[config.mk]
export PLATFORM = sky130hd
export DESIGN_NAME = dds_loader_flat
export DESIGN_NICKNAME = d
export VERILOG_FILES = /design/src/rtl/dds_pkg.sv /design/src/rtl/dds_loader_if.sv /design/src/rtl/dds_cfg_regfile.sv /design/src/rtl/dds_loader.sv /design/src/flat_wrapper.sv
export SDC_FILE = /design/constraint.sdc
export NUM_CORES = 1
export LEC_CHECK = 0
export BUFFER_PORTS_ARGS = -buffer_cell sky130_fd_sc_hd__buf_2
export CAP_MARGIN = 20
export CORE_MARGIN = 3
export CORE_UTILIZATION = 45
export DETAILED_ROUTE_END_ITERATION = 7
export SKIP_CTS_REPAIR_TIMING = 1
export SYNTH_ARGS = -nofsm -noshare
export SYNTH_HDL_FRONTEND = slang
export SYNTH_SLANG_ARGS = --single-unit
[constraint.sdc]
create_clock -name clk -period 3.1 [get_ports clk]
set_clock_uncertainty 0.05 [all_clocks]
set_input_delay 0.155 -clock clk [delete_from_list [all_inputs] [get_ports clk]]
set_output_delay 0.155 -clock clk [all_outputs]
set_load 0.05 [all_outputs]
[src/rtl/dds_pkg.sv]
// Shared DDS definitions: FIFO select codes and the loader FSM state type.
package dds_pkg;

  localparam logic [1:0] THETAS = 2'd0;
  localparam logic [1:0] DELTAS = 2'd1;
  localparam logic [1:0] AMPLS  = 2'd2;
  localparam logic [1:0] NONE   = 2'd3;

  typedef enum logic [2:0] {
    ST_IDLE     = 3'd0,
    ST_LD_THETA = 3'd1,
    ST_LD_DELTA = 3'd2,
    ST_LD_AMPL  = 3'd3,
    ST_START    = 3'd4
  } dds_ld_state_t;

endpackage

[src/rtl/dds_loader_if.sv]
// Host configuration write bus of the DDS loader.
interface dds_loader_if #(
  parameter int SIG_WIDTH = 16,
  parameter int N_CH      = 8
);
  localparam int CH_W = $clog2(N_CH);

  logic                 i_cfg_valid;
  logic                 o_cfg_ready;
  logic [1:0]           i_cfg_sel;
  logic [CH_W-1:0]      i_cfg_ch;
  logic [SIG_WIDTH-1:0] i_cfg_data;
  logic                 o_cfg_err;

  modport master (
    output i_cfg_valid, i_cfg_sel, i_cfg_ch, i_cfg_data,
    input  o_cfg_ready, o_cfg_err
  );

  modport slave (
    input  i_cfg_valid, i_cfg_sel, i_cfg_ch, i_cfg_data,
    output o_cfg_ready, o_cfg_err
  );
endinterface

[src/rtl/dds_cfg_regfile.sv]
// 3 x N_CH shadow parameter store: one write port, one combinational read port.
module dds_cfg_regfile
  import dds_pkg::*;
#(
  parameter int SIG_WIDTH = 16,
  parameter int N_CH      = 8,
  localparam int CH_W     = $clog2(N_CH)
) (
  input  logic                 clk,
  input  logic                 i_rst,
  input  logic                 i_we,
  input  logic [1:0]           i_wr_sel,
  input  logic [CH_W-1:0]      i_wr_ch,
  input  logic [SIG_WIDTH-1:0] i_wr_data,
  input  logic [1:0]           i_rd_sel,
  input  logic [CH_W-1:0]      i_rd_ch,
  output logic [SIG_WIDTH-1:0] o_rd_data
);

  logic [SIG_WIDTH-1:0] mem [0:2][0:N_CH-1];

  always_ff @(posedge clk) begin
    if (i_rst) begin
      for (int unsigned b = 0; b < 3; b++)
        for (int unsigned c = 0; c < N_CH; c++)
          mem[b][c] <= '0;
    end else if (i_we && i_wr_sel != NONE) begin
      mem[i_wr_sel][i_wr_ch] <= i_wr_data;
    end
  end

  always_comb begin
    o_rd_data = '0;
    if (i_rd_sel != NONE)
      o_rd_data = mem[i_rd_sel][i_rd_ch];
  end

endmodule

[src/rtl/dds_loader.sv]
// Shadows DDS channel parameters and streams them into the DDS FIFOs on commit.
module dds_loader
  import dds_pkg::*;
#(
  parameter int SIG_WIDTH = 16,
  parameter int N_CH      = 8,
  localparam int CH_W     = $clog2(N_CH)
) (
  input  logic                 clk,
  input  logic                 i_rst,
  dds_loader_if.slave          cfg,
  input  logic                 i_commit,
  output logic                 o_busy,
  output logic                 o_dds_wr,
  output logic [1:0]           o_dds_addrs,
  output logic [SIG_WIDTH-1:0] o_dds_fifo_data,
  output logic                 o_dds_start
);

  dds_ld_state_t        state;
  logic [CH_W-1:0]      cnt;
  logic                 pending;
  logic                 cfg_err;
  logic                 accept;
  logic [1:0]           ld_addr;
  logic                 in_ld;
  logic [SIG_WIDTH-1:0] rd_data;

  assign cfg.o_cfg_ready = !o_busy;
  assign cfg.o_cfg_err   = cfg_err;
  assign accept          = cfg.i_cfg_valid && !o_busy;

  dds_cfg_regfile #(
    .SIG_WIDTH (SIG_WIDTH),
    .N_CH      (N_CH)
  ) u_regfile (
    .clk       (clk),
    .i_rst     (i_rst),
    .i_we      (accept),
    .i_wr_sel  (cfg.i_cfg_sel),
    .i_wr_ch   (cfg.i_cfg_ch),
    .i_wr_data (cfg.i_cfg_data),
    .i_rd_sel  (ld_addr),
    .i_rd_ch   (cnt),
    .o_rd_data (rd_data)
  );

  always_comb begin
    ld_addr = NONE;
    case (state)
      ST_LD_THETA: ld_addr = THETAS;
      ST_LD_DELTA: ld_addr = DELTAS;
      ST_LD_AMPL:  ld_addr = AMPLS;
      default:     ld_addr = NONE;
    endcase
    in_ld = (ld_addr != NONE);
  end

  always_ff @(posedge clk) begin
    if (i_rst) begin
      state           <= ST_IDLE;
      cnt             <= '0;
      pending         <= 1'b0;
      cfg_err         <= 1'b0;
      o_busy          <= 1'b0;
      o_dds_wr        <= 1'b0;
      o_dds_addrs     <= NONE;
      o_dds_fifo_data <= '0;
      o_dds_start     <= 1'b0;
    end else begin
      cfg_err         <= accept && (cfg.i_cfg_sel == NONE);
      o_busy          <= (state != ST_IDLE);
      o_dds_wr        <= in_ld;
      o_dds_addrs     <= ld_addr;
      o_dds_fifo_data <= in_ld ? rd_data : '0;
      o_dds_start     <= (state == ST_START);

      // A commit arriving in START is folded straight into the restart decision
      if (state == ST_START)
        pending <= 1'b0;
      else if (state != ST_IDLE && i_commit)
        pending <= 1'b1;

      case (state)
        ST_IDLE: begin
          cnt <= '0;
          if (i_commit) state <= ST_LD_THETA;
        end
        ST_LD_THETA, ST_LD_DELTA, ST_LD_AMPL: begin
          if (cnt == CH_W'(N_CH - 1)) begin
            cnt <= '0;
            case (state)
              ST_LD_THETA: state <= ST_LD_DELTA;
              ST_LD_DELTA: state <= ST_LD_AMPL;
              default:     state <= ST_START;
            endcase
          end else begin
            cnt <= cnt + 1'b1;
          end
        end
        ST_START: state <= (pending || i_commit) ? ST_LD_THETA : ST_IDLE;
        default:  state <= ST_IDLE;
      endcase
    end
  end

endmodule

[src/flat_wrapper.sv]
// flat-port wrapper written by rule: the top's interface ports become plain ports
module dds_loader_flat import dds_pkg::*;
#(
  parameter int SIG_WIDTH = 16,
  parameter int N_CH      = 8,
  localparam int CH_W     = $clog2(N_CH)
)
  (clk, i_rst, i_commit, o_busy, o_dds_wr, o_dds_addrs, o_dds_fifo_data, o_dds_start, cfg_i_cfg_valid, cfg_i_cfg_sel, cfg_i_cfg_ch, cfg_i_cfg_data, cfg_o_cfg_ready, cfg_o_cfg_err);
  dds_loader_if #(.SIG_WIDTH(SIG_WIDTH), .N_CH(N_CH)) cfg_i ();
  input  logic clk;
  input  logic i_rst;
  input  logic i_commit;
  output logic o_busy;
  output logic o_dds_wr;
  output logic [1:0] o_dds_addrs;
  output logic [SIG_WIDTH-1:0] o_dds_fifo_data;
  output logic o_dds_start;
  input wire logic [$bits(cfg_i.i_cfg_valid)-1:0] cfg_i_cfg_valid;
  input wire logic [$bits(cfg_i.i_cfg_sel)-1:0] cfg_i_cfg_sel;
  input wire logic [$bits(cfg_i.i_cfg_ch)-1:0] cfg_i_cfg_ch;
  input wire logic [$bits(cfg_i.i_cfg_data)-1:0] cfg_i_cfg_data;
  output wire logic [$bits(cfg_i.o_cfg_ready)-1:0] cfg_o_cfg_ready;
  output wire logic [$bits(cfg_i.o_cfg_err)-1:0] cfg_o_cfg_err;
  assign cfg_i.i_cfg_valid = cfg_i_cfg_valid;
  assign cfg_i.i_cfg_sel = cfg_i_cfg_sel;
  assign cfg_i.i_cfg_ch = cfg_i_cfg_ch;
  assign cfg_i.i_cfg_data = cfg_i_cfg_data;
  assign cfg_o_cfg_ready = cfg_i.o_cfg_ready;
  assign cfg_o_cfg_err = cfg_i.o_cfg_err;
  dds_loader #(.SIG_WIDTH(SIG_WIDTH), .N_CH(N_CH)) u_core (.clk(clk), .i_rst(i_rst), .cfg(cfg_i), .i_commit(i_commit), .o_busy(o_busy), .o_dds_wr(o_dds_wr), .o_dds_addrs(o_dds_addrs), .o_dds_fifo_data(o_dds_fifo_data), .o_dds_start(o_dds_start));
endmodule
[Word level (Yosys, flattened, before mapping)]
Memory sizes are Yosys's and may differ from the RTL's.
Cells that the tools add are included.
Widths: inputs -> output; s select.
Word-level totals
  output and inout bits: 23
  word-level logic and storage cells: 63
  latch bits: 0
  bits in writable memories: 384
  flip-flop bits (word level): 29
  memories kept: 1
  bits in read-only memories: 0
Operators by class
  reduce and logical (&&, ||, !) cells: 15
  mux-type cells: 21
  $lt $le $gt $ge: 3
  bitwise operators: 3
  equal/unequal tests: 10
  shift-type cells: 0
  multiply operators: 0
  divide/modulo/power cells: 0
  add/subtract/negate cells: 1
Memory list
  u_core.u_regfile.mem: depth 3, bits a word 128, rd ports 1, clocked after memory_dff 0, write ports 3, RTL line dds_cfg_regfile.sv:20  | logic [SIG_WIDTH-1:0] mem [0:2][0:N_CH-1];
Operator list (count)
  $mux 128: 3
  $reduce_or 128->1: 1
  $bmux 16 s3: 1
  $demux 16 s3: 1
  $mux 16: 3
  $pmux 3 s2: 2
  $mux 3: 3
  $pmux 3 s3: 1
  $ge 4x4->1 const B: 2
  $not 3->4: 2
  $eq 3x2->1 const B: 2
  $eq 3x3->1 const B: 2
  $ne 2x2->1 const B: 3
  $pmux 2 s3: 1
  $logic_and 1x1->1: 5
  $mux 1: 5
  $lt 4x1->1 const B: 1
  $reduce_or 2->1: 2
  $add 3x1->3 const B: 1
  $eq 3x1->1 const B: 1
  $logic_not 3->1: 1
  $reduce_bool 3->1: 1
  $reduce_or 3->1: 1
  $eq 2x2->1 const B: 1
  7 further kinds: 7

[Longest topological paths before layout]
Gate-level depths: netlist of the first run.
  depth after elaboration: 8
  gate-level depth with buffers: 10
  mapped depth without buffers: 5

[Cells and area by module]
From an unflattened synthesis of the first run, not the netlist that was laid out.
Second synthesis, totals
  cells, all modules: 1465
  area, all modules: 22482.8 sq um
Modules (own cells, without submodules)
  dds_cfg_regfile: cells an instance 1374, instances 1, area an instance 21529.4 sq um
  dds_loader: cells an instance 91, instances 1, area an instance 953.4 sq um

[Least setup slack after synthesis of the first run]
No wires, ideal clock.
  path type: reg-to-reg
  start point: register u_core.o_busy
  end point: memory u_core.u_regfile.mem[2][16] (netlist name), enable pin
  cell stages (with the launch flop): 6
  setup time: 390 ps
  clock period less this slack: 2826 ps
  arrival: 2386 ps
  path slack: 274 ps
  data required time: 2660 ps
  path through: dfxtp_1 -> or3b_1 -> buf_2 -> a21oi_4 -> a31o_4 -> nor2b_1
RTL lines
  start: declaration: RTL line dds_loader.sv:13  | output logic o_busy,
  start signal: assignment: RTL line dds_loader.sv:72  | o_busy <= (state != ST_IDLE);
  end: declaration: RTL line dds_cfg_regfile.sv:20

[Worst setup path after layout of the first run]
  start point: register u_core.state[2]
  end point: register u_core.o_dds_fifo_data[6]
On the way
  word-level cells in the longest chain between the ends: 6
Ends and longest elaborated chain
  start: declaration: RTL line dds_loader.sv:20  | dds_ld_state_t state;
  start signal: assignment: RTL line dds_loader.sv:101  | ST_START: state <= (pending || i_commit) ? ST_LD_THETA : ST_IDLE;
  $eq 3x2->1 / $eq 3x1->1 (equally long branches): RTL line dds_loader.sv:50  | case (state)
  $pmux 2 s3 (*): RTL line dds_loader.sv:50
  $mem_v2 3x128
  $bmux 16 s3: RTL line dds_cfg_regfile.sv:35  | o_rd_data = mem[i_rd_sel][i_rd_ch];
  $mux 16 (not written as such) (2 in a row): RTL line dds_cfg_regfile.sv:35
  end signal: assignment: RTL line dds_loader.sv:75  | o_dds_fifo_data <= in_ld ? rd_data : '0;
  end: declaration: RTL line dds_loader.sv:16  | output logic [SIG_WIDTH-1:0] o_dds_fifo_data,
Mark *: on every way between the ends. The rest lies on a longest branch, timed or not. The select of a mux whose other input is x is not followed.
A chain may end at the register's enable or synchronous reset.

==> qor.yml, run 1 <==
gr-total-overflow: 0
numClockSinks: 541
synthXorXnorAreaFrac: 0.000390
async_reset_ff_frac: 0
grtUsageTotal: 0.243
first_iter_violations: 1784
rows: 81
cts_tree: "built"
grt_max_degree: 67
routedWlPerCell_um: 25.2
worst_slew_pin_slew_ns: 1.05
firstDrtPassIters: 5
synth_area_um2: 22500
core_area_um2: 49200
synth_top_area_cell: "edfxtp_1"
crit_type: "register to register"
synthFlopType: "edfxtp_1"
die_w_um: 230
synth_top_family_by_area: "simple AND/OR/NAND/NOR gates"
netlist_top_cells_count: "edfxtp_1, nor2_1, or3b_2"
cts-root-buf: "clkbuf_16"
grt_pass1_wl_um: 94000
synth_compound_area_frac: 0.109
initial_core_util: 0.457
syn_inst: 1661
hpwl_um: 39900
drt.antenna.violating_nets: 0
setup_viol: 0
gp_congestion: 0.896
rsz0062_at_grt: "no"
worstSetupEndpointType: "register"
synth-simple-area-share: 0.142
worstPathRequired_ns: 3.55
final_hold_viol_count: 0
clockBufferDepth: 3
insertion_delay_ns: 0.60
place.port_buffers: 47
ys.warnings.count: 0
maxCapViolCount: 0
area_delta_synth_final_pct: 16.0
final_area_um2: 26100
max-slew-margin-rel: 0.302
ys_ff_latch: 541
synthMuxAreaShare: 0.000445
fin_setup_tns_ns: 0
vias: 14762
synthAdderAreaFrac: 0.00111
route.detailed.drc: 0
ys_seq_area_frac: 0.710
die_area_um2: 52700
netlist_top_cells_area: "edfxtp_1, nor2_1, or3b_2"
fin_crit_sh: 0.867
synth_edf_count: 512
hold_path_class: "input pin to register"
synth_cell_type_count: 46
fmax_mhz: 372
worstPathArrival_ns: 3.14
yosysMostFrequentCell: "edfxtp_1"
leakagePower_nw: 9.33
antenna_cells: 0
cts_made_buffers: 54
yosys.area.top_type_share: 0.684
powerDensity_nw_per_um2: 612
die_height_um: 230
viasPerCell: 5.76
grt_pass1_vias: 14478
routed_wl_um: 64500
reg2reg_depth: 7
placed_cell_area_um2: 24200
min_period_ns: 2.69
hold_depth: 3
slew_viol_final: 0
fillers: 4160
crit_path_start_kind: "register"
clk_pin_slew_ns: 0.06
cts.htree.levels: 2
antenna_found_initial: 1
vdd_drop_max_mv: 0.543
drive_gt1_frac: 0.203
crit_fanout: 35
status: "finished, final reports clean"
final_nets: 1881
avgSynthCellArea_um2: 13.5
hold_ws_ns: 0.0335
io_pins: 48
state kept, by name, indices dropped and copies added, names as in the netlist:
| name | cells |
|---|---|
| u_core.u_regfile.mem | 512 |
| u_core.o_dds_fifo_data | 16 |
| u_core.cnt | 3 |
| u_core.state | 3 |
| u_core.o_dds_addrs | 2 |
| u_core.cfg.o_cfg_err | 1 |
| u_core.o_busy | 1 |
| u_core.o_dds_start | 1 |
| u_core.o_dds_wr | 1 |
| u_core.pending | 1 |
layer usage:
| metal | GRT usage | wire, um |
|---|---|---|
| met5 | 0 | 0 |
| met4 | 0.0800 | 1800 |
| met3 | 0.0460 | 5420 |
| met2 | 0.389 | 30600 |
| met1 | 0.336 | 26600 |
worst max-delay path, cell delays in order, from the launching register on:
cell and delay [ns]:
dfxtp_2 0.68, nand3b_1 0.23, buf_12 0.25, buf_4 0.38, nor2_1 0.07, a2111oi_0 0.63, nor3_1 0.11, o22ai_1 0.18
cells in the final DEF (no fill, tap or decap), types with 16 or more instances in the layout:
master	count
inv_1	20
o22ai_1	112
nor3_1	35
buf_4	76
dlygate4sd3_1	19
clkbuf_16	57
nand2b_1	22
o221ai_1	96
a21oi_1	101
nor2_1	330
buf_2	47
edfxtp_1	512
a2111oi_0	32
dfxtp_1	26
and2_1	17
or3b_2	128
conb_1	128
buf_12	16
worst paths after layout:
check,slack (ns),endpoint,from
worst max-delay path,0.41,u_core.o_dds_fifo_data[6],u_core.state[2]
worst min register to register,0.41,u_core.pending,u_core.pending
worst max register to register,0.41,u_core.o_dds_fifo_data[6],u_core.state[2]
worst min-delay path,0.03,u_core.cfg.o_cfg_err,i_rst
cell type report:
cell class                      instances  area, um2  area share
Inverter                               21       78.8     0.00302
Clock inverter                         28        178     0.00681
Sequential cell                       541      16000       0.612
Clock buffer                           72       1520      0.0584
Multi-Input combinational cell       1078       6200       0.238
Timing Repair Buffer                  158       1320      0.0504
Tap cell                              664        831      0.0318
power by group:
part | internal [mW] | switching (mW) | total [mW]
Combinational | 0.359 | 0.841 | 1.20
Sequential | 8.35 | 0.0996 | 8.45
Clock | 3.60 | 2.73 | 6.33
cell families (layout without fill, tap and decap cells):
| group | Yosys count | count (layout) |
|---|---|---|
| AO/OA/AOI/OAI | 355 | 355 |
| XOR/XNOR | 1 | 1 |
| adder cells (fa/ha/maj) | 2 | 2 |
| buffers and inverters | 169 | 279 |
| flip-flops | 541 | 541 |
| multiplexers | 1 | 1 |
| other | 1 | 128 |
| AND/OR/NAND/NOR | 591 | 591 |
per-stage QoR:
step / util / total power, mW / instances / setup slack (ns)
after global routing: 0.531 / 16.4 / 2562 / 0.329
final: 0.531 / 16.0 / 2562 / 0.412
after CTS: 0.527 / 16.0 / 2543 / 0.435
after detailed placement: 0.492 / 9.76 / 2443 / 0.430
after global placement: 0.492 / 9.74 / 2443 / 0.467
after floorplan: - / 9.23 / 1788 / 0.274
Note: power is estimated with default switching activity, not from simulation.
==> run 2, diff against run 1 <==
--- a/config.mk
+++ b/config.mk
@@ -6,11 +6,11 @@
 export NUM_CORES = 1
 export LEC_CHECK = 0
 export BUFFER_PORTS_ARGS = -buffer_cell sky130_fd_sc_hd__buf_2
-export CAP_MARGIN = 20
 export CORE_MARGIN = 3
 export CORE_UTILIZATION = 45
 export DETAILED_ROUTE_END_ITERATION = 7
 export SKIP_CTS_REPAIR_TIMING = 1
 export SYNTH_ARGS = -nofsm -noshare
 export SYNTH_HDL_FRONTEND = slang
+export SYNTH_HIERARCHICAL = 1
 export SYNTH_SLANG_ARGS = --single-unit
==> run 2 against run 1 <==
- sequential share of layout area down 0.32 points
- utilization up 0.26 points
- combinational power down 6%
- critical path type unchanged
- worst setup slack worse by 0.13 ns
- critical path depth up 1
- sequential power down 0.6%
- routed wire length down 11%
- worst hold slack better by 0.11 ns
- flip-flop and latch count unchanged
- maximum frequency down 4.6%
- clock power up 2%
==> qor.yml, run 2 <==
status: "finished, final reports clean"
firstDrtPassIters: 5
routed_wl_um: 57300
antenna_found_initial: 1
initial_core_util: 0.457
synth_area_um2: 22500
avgSynthCellArea_um2: 15.3
fin_crit_sh: 0.908
internal_power_mw: 12.5
grtUsageTotal: 0.219
power_mw: 16.0
reg_top3: "u_core/u_regfile/mem (512), u_core/o_dds_fifo_data (16)"
regMostFlops: "u_core/u_regfile/mem"
powerDensity_nw_per_um2: 610
leakagePower_nw: 9.79
insertion_delay_ns: 0.60
cpMaxStageDelayCell: "dfxtp_1"
ys_ff_latch: 541
seq_area_um2: 16000
gr-total-overflow: 0
syn_inst: 1465
dp_cells: 2283
crit_type: "register to register"
fillers: 4020
largest_reg_flops: 512
fmax_mhz: 355
final_core_util: 0.533
worstReg2RegEnd: "u_core/o_dds_fifo_data[11]"
die_area_um2: 52700
io_pins: 48
rows: 81
crit_fanout: 16
finalWorstSetupSlack_ns: 0.284
route.detailed.drc: 0
synth_top_area_cell: "edfxtp_1"
hpwl_um: 36200
die_w_um: 230
reg2reg_slack_ns: 0.28
vias: 13195
first_iter_violations: 1087
rsz0062_at_grt: "no"
grt_max_degree: 47
hold_end: "u_core/u_regfile/mem[0][0]"
synthFlopType: "edfxtp_1"
ys_seq_area_frac: 0.710
clk_pin_slew_ns: 0.06
yosys.area.top_type_share: 0.684
netSwitchingFraction: 0.219
drive_gt1_frac: 0.198
final_nets: 1724
multiInputGateArea_um2: 6360
hold_ws_ns: 0.147
crit_path_frequent_cell: "buf_4"
layout_commonest_cell: "edfxtp_1"
vdd_drop_max_mv: 0.431
cp_top_family: "simple AND/OR/NAND/NOR gates"
slew_viol_final: 0
gp_congestion: 0.795
cts-root-buf: "clkbuf_16"
hold_depth: 3
netlist_top_cells_count: "edfxtp_1, nor2_1, mux2i_1"
mostFrequentLayoutCells: "edfxtp_1, nor2_1, conb_1"
routedWlPerCell_um: 23.8
ys.warnings.count: 6
maxCapViolCount: 0
slowest_delay_ns: 0.61
grt_pass1_vias: 13364
final_hold_viol_count: 0
clockBufferDepth: 3
numClockSinks: 541
min_period_ns: 2.82
path_cells: "nand2b_4, buf_4, buf_4, mux4_2, nand3_1, and4_1, o311ai_1, and2_1"
crit_buf_inv: 2
placed_cell_area_um2: 24200
pwr-share-clk: 0.404
synth_edf_count: 512
p_sw_mw: 3.50
fin_setup_tns_ns: 0
reg2reg_depth: 8
worst_slew_pin_slew_ns: 1.13
worstPathArrival_ns: 3.26
hold_path_class: "input pin to register"
place.port_buffers: 47
cts_tree: "built"
cts.htree.levels: 2
fin_cells: 2406
netlist_top_cells_area: "edfxtp_1, mux4_2, mux2i_1"
area_delta_synth_final_pct: 16.6
seqPwrFrac: 0.525
grt_pass1_wl_um: 85500
core_area_um2: 49200
cts_made_buffers: 54
crit_path_start_kind: "register"
viasPerCell: 5.48
worstSetupEndpointType: "register"
die_height_um: 230
comb_power_share: 0.071
async_reset_ff_frac: 0
drt.antenna.violating_nets: 0
max-slew-margin-rel: 0.245
synth_cell_type_count: 57
final_area_um2: 26200
dpl_worst_slack_ns: 0.318
yosysMostFrequentCell: "edfxtp_1"
r2r-start: "u_core/state[2]"
setup_viol: 0
hp-start: "cfg_i_cfg_ch[0]"
worstPathRequired_ns: 3.54
-- run 2: cell types whose count changed in the layout (fill, tap and decap cells not counted), sizes merged, moves of 18 or more --
cell	delta
or3b	-122
mux2i	+99
mux4	+62
o21ai	+19
o22ai	-63
nand2b	-18
mux2	+31
a21oi	-96
a2111oi	-32
nor2	-69
nor3	-31
nand2	+24
o221ai	-96
nand3	+69
-- run 2: worst max-delay path by stage --
stage	start	endpoint	slack, ns	cells after the start
6_report	u_core/state[2]	u_core/o_dds_fifo_data[11]	0.28	8
5_1_grt	u_core/state[0]	u_core/o_dds_fifo_data[11]	0.14	9
4_1_cts	u_core/state[2]	u_core/o_dds_fifo_data[11]	0.32	8
3_5_place_dp	u_core/state[2]	u_core/o_dds_fifo_data[11]	0.32	8
3_3_place_gp	u_core/state[2]	u_core/o_dds_fifo_data[11]	0.37	8
2_1_floorplan	u_core/o_busy	u_core/u_regfile/mem[2][80]	0.40	3
-- run 2: area by class of cell --
cell class                 instances  share of cell area
timing repair buffer             156              0.0471
antenna                            2            0.000191
sequential                       541               0.609
clock buffer                      71              0.0576
tap                              664              0.0317
clock inverter                    28             0.00926
inverter                          23             0.00329
multi-input combinational        921               0.242
-- run 2: routing by layer --
| metal | vias to the layer above | track usage | share of wire |
|---|---|---|---|
| met5 | - | 0 | 0 |
| met2 | 431 | 0.372 | 0.50 |
| met4 | 0 | 0.0643 | 0.024 |
| li1 | 5875 | - | - |
| met1 | 6795 | 0.294 | 0.41 |
| met3 | 94 | 0.0328 | 0.061 |
-- run 2: logic make-up after synthesis --
| family | after synthesis | share of synthesized area |
|---|---|---|
| AOI/OAI and AO/OA | 112 | 0.0343 |
| xor gates and xnor gates | 2 | 0.000779 |
| buffers and inverters | 130 | 0.0306 |
| and+or+nand+nor | 484 | 0.101 |
| DFF | 541 | 0.710 |
| muxes | 193 | 0.122 |
| other | 1 | 0.000167 |
| adders and majority gates | 2 | 0.00111 |
-- run 2: power groups by stage --
stage	combinational [mW]	sequential, mW	clock, mW
floorplan	0.721	8.54	0
global placement	1.10	8.54	0
detailed placement	1.11	8.55	0
CTS	1.11	8.40	6.58
global route	1.21	8.42	6.89
finish	1.13	8.40	6.46
-- run 2: worst reg2reg max path: stages (launching register included) --
cell      delay [ns]
dfxtp_1         0.61
nand2b_4        0.40
buf_4           0.32
buf_4           0.30
mux4_2          0.33
nand3_1         0.09
and4_1          0.34
o311ai_1        0.13
and2_1          0.15
==> run 3, diff against run 2 <==
--- a/config.mk
+++ b/config.mk
@@ -9,6 +9,7 @@
 export CORE_MARGIN = 3
 export CORE_UTILIZATION = 45
 export DETAILED_ROUTE_END_ITERATION = 7
+export SETUP_SLACK_MARGIN = 0.3
 export SKIP_CTS_REPAIR_TIMING = 1
 export SYNTH_ARGS = -nofsm -noshare
 export SYNTH_HDL_FRONTEND = slang
==> constraint.sdc (replaced) <==
create_clock -name clk -period 2.55 [get_ports clk]
set_clock_uncertainty 0.05 [all_clocks]
set_input_delay 0.1275 -clock clk [delete_from_list [all_inputs] [get_ports clk]]
set_output_delay 0.1275 -clock clk [all_outputs]
set_load 0.05 [all_outputs]
==> run 3 against run 2 <==
- first-iteration DRC count up 18%
- register-to-register slack improved by 0.03 ns
- clock power up 23%
- design area increased by 4.4%
- die area did not move
- utilization up 2.4 points
- critical path depth is 1 higher
- worst setup slack improved by 0.028 ns
- combinational power grew 48%
- maximum frequency rose by 26%
- highest routed layer unchanged
==> qor.yml, run 3 (synthesized netlist as in run 2, its figures left out) <==
status: "finished, final reports clean"
reg2reg_depth: 9
gr-total-overflow: 0
grt_pass1_vias: 13758
io_pins: 48
fmax_mhz: 447
seqPwrFrac: 0.515
grt_max_degree: 61
r2r-start: "u_core/state[2]"
die_height_um: 230
hpwl_um: 36700
routedWlPerCell_um: 25.5
mostFrequentLayoutCells: "edfxtp_1, nor2_1, conb_1"
regMostFlops: "u_core/u_regfile/mem"
place.port_buffers: 47
die_area_um2: 52700
fin_cells: 2455
route.detailed.drc: 0
initial_core_util: 0.457
rsz0062_at_grt: "yes"
viasPerCell: 5.56
clockBufferDepth: 3
core_area_um2: 49200
gp_congestion: 0.816
drive_gt1_frac: 0.241
cts-root-buf: "clkbuf_16"
fin_setup_tns_ns: 0
fin_crit_sh: 0.878
rows: 81
dp_cells: 2288
insertion_delay_ns: 0.59
crit_path_start_kind: "register"
max-slew-margin-rel: 0.554
crit_fanout: 16
first_iter_violations: 1288
layout_commonest_cell: "edfxtp_1"
reg_top3: "u_core/u_regfile/mem (512), u_core/o_dds_fifo_data (16)"
comb_power_share: 0.084
grtUsageTotal: 0.228
leakagePower_nw: 10.3
final_nets: 1772
worstSetupEndpointType: "register"
clk_pin_slew_ns: 0.06
vias: 13642
worstPathArrival_ns: 2.68
firstDrtPassIters: 6
p_sw_mw: 4.34
powerDensity_nw_per_um2: 723
worstReg2RegEnd: "u_core/o_dds_fifo_data[2]"
grt_pass1_wl_um: 88100
worstPathRequired_ns: 2.99
cts_tree: "built"
die_w_um: 230
largest_reg_flops: 512
worst_slew_pin_slew_ns: 0.668
setup_viol: 0
numClockSinks: 541
slew_viol_final: 0
cts_made_buffers: 55
reg2reg_slack_ns: 0.31
pwr-share-clk: 0.401
internal_power_mw: 15.5
netSwitchingFraction: 0.219
routed_wl_um: 62600
vdd_drop_max_mv: 0.463
hold_end: "u_core/u_regfile/mem[0][0]"
hold_path_class: "input pin to register"
hold_depth: 3
area_delta_synth_final_pct: 21.8
min_period_ns: 2.24
hp-start: "cfg_i_cfg_ch[0]"
drt.antenna.violating_nets: 0
final_hold_viol_count: 0
cts.htree.levels: 2
antenna_found_initial: 2
maxCapViolCount: 0
crit_type: "register to register"
## run 3: changes by cell type in the layout (fill, tap and decap cells not counted), moves of 5 or more
cell / delta
buf_12: +14
nand2_1: -8
and4_1: -9
buf_16: +6
nand2_2: +5
o21ai_2: +8
and4_4: +7
dfxtp_1: -5
buf_6: +5
clkbuf_16: +16
clkbuf_8: +5
## run 3: power by group through the flow
stage               logic, mW  clock network, mW  registers (mW)
floorplan               0.880                  0            10.4
global placement         1.40                  0            10.4
detailed placement       1.41                  0            10.4
CTS                      1.41               8.09            10.2
global route             1.76               8.45            10.2
finish                   1.67               7.94            10.2
## run 3: how the worst max path moves through the flow
stage | startpoint | end | slack, ns | cells past startpoint
finish | u_core/state[2] | u_core/o_dds_fifo_data[2] | 0.31 | 9
global route | u_core/state[2] | u_core/o_dds_fifo_data[13] | 0.28 | 9
CTS | u_core/state[0] | u_core/o_dds_fifo_data[2] | -0.01 | 9
detailed placement | u_core/state[0] | u_core/o_dds_fifo_data[2] | 0.008 | 9
global placement | u_core/state[0] | u_core/o_dds_fifo_data[2] | -0.02 | 9
floorplan | u_core/o_busy | u_core/u_regfile/mem[2][0] | 0.10 | 3
## run 3: final cells by class
cell class / count / area [um2]
inverters: 23 / 86.3
clock inverters: 26 / 219
flip-flops and latches: 541 / 16000
multi-input cells: 921 / 6510
well taps: 664 / 831
diodes: 2 / 5.00
clock buffers: 75 / 1560
fillers: 3886 / 21800
repair buffers: 203 / 2200
## run 3: worst max-delay path: stages (launching register included)
cell and delay (ns):
dfxtp_2 0.32, nand2b_4 0.22, buf_4 0.19, clkbuf_16 0.19
nand3b_1 0.09, buf_4 0.30, o22ai_1 0.16, o21ai_2 0.29
o311ai_1 0.14, and2_1 0.15
## run 3: stage by stage
step,setup WS [ns],util,power [mW],area [um2],hold WS [ns]
after floorplan,0.105,-,11.3,23000,0.203
after global placement,-0.0201,0.498,11.8,24500,0.360
after detailed placement,0.00802,0.498,11.8,24500,0.370
after CTS,-0.0105,0.534,19.7,26300,-0.265
after global routing,0.280,0.557,20.4,27400,0.120
final,0.312,0.557,19.8,27400,0.103
## run 3: per-layer routing
metal | vias up | global-route usage | share of wire
met1 | 6960 | 0.293 | 0.39
met4 | 0 | 0.0763 | 0.029
met3 | 112 | 0.0489 | 0.075
li1 | 5973 | - | -
met5 | - | 0 | 0
met2 | 597 | 0.387 | 0.50
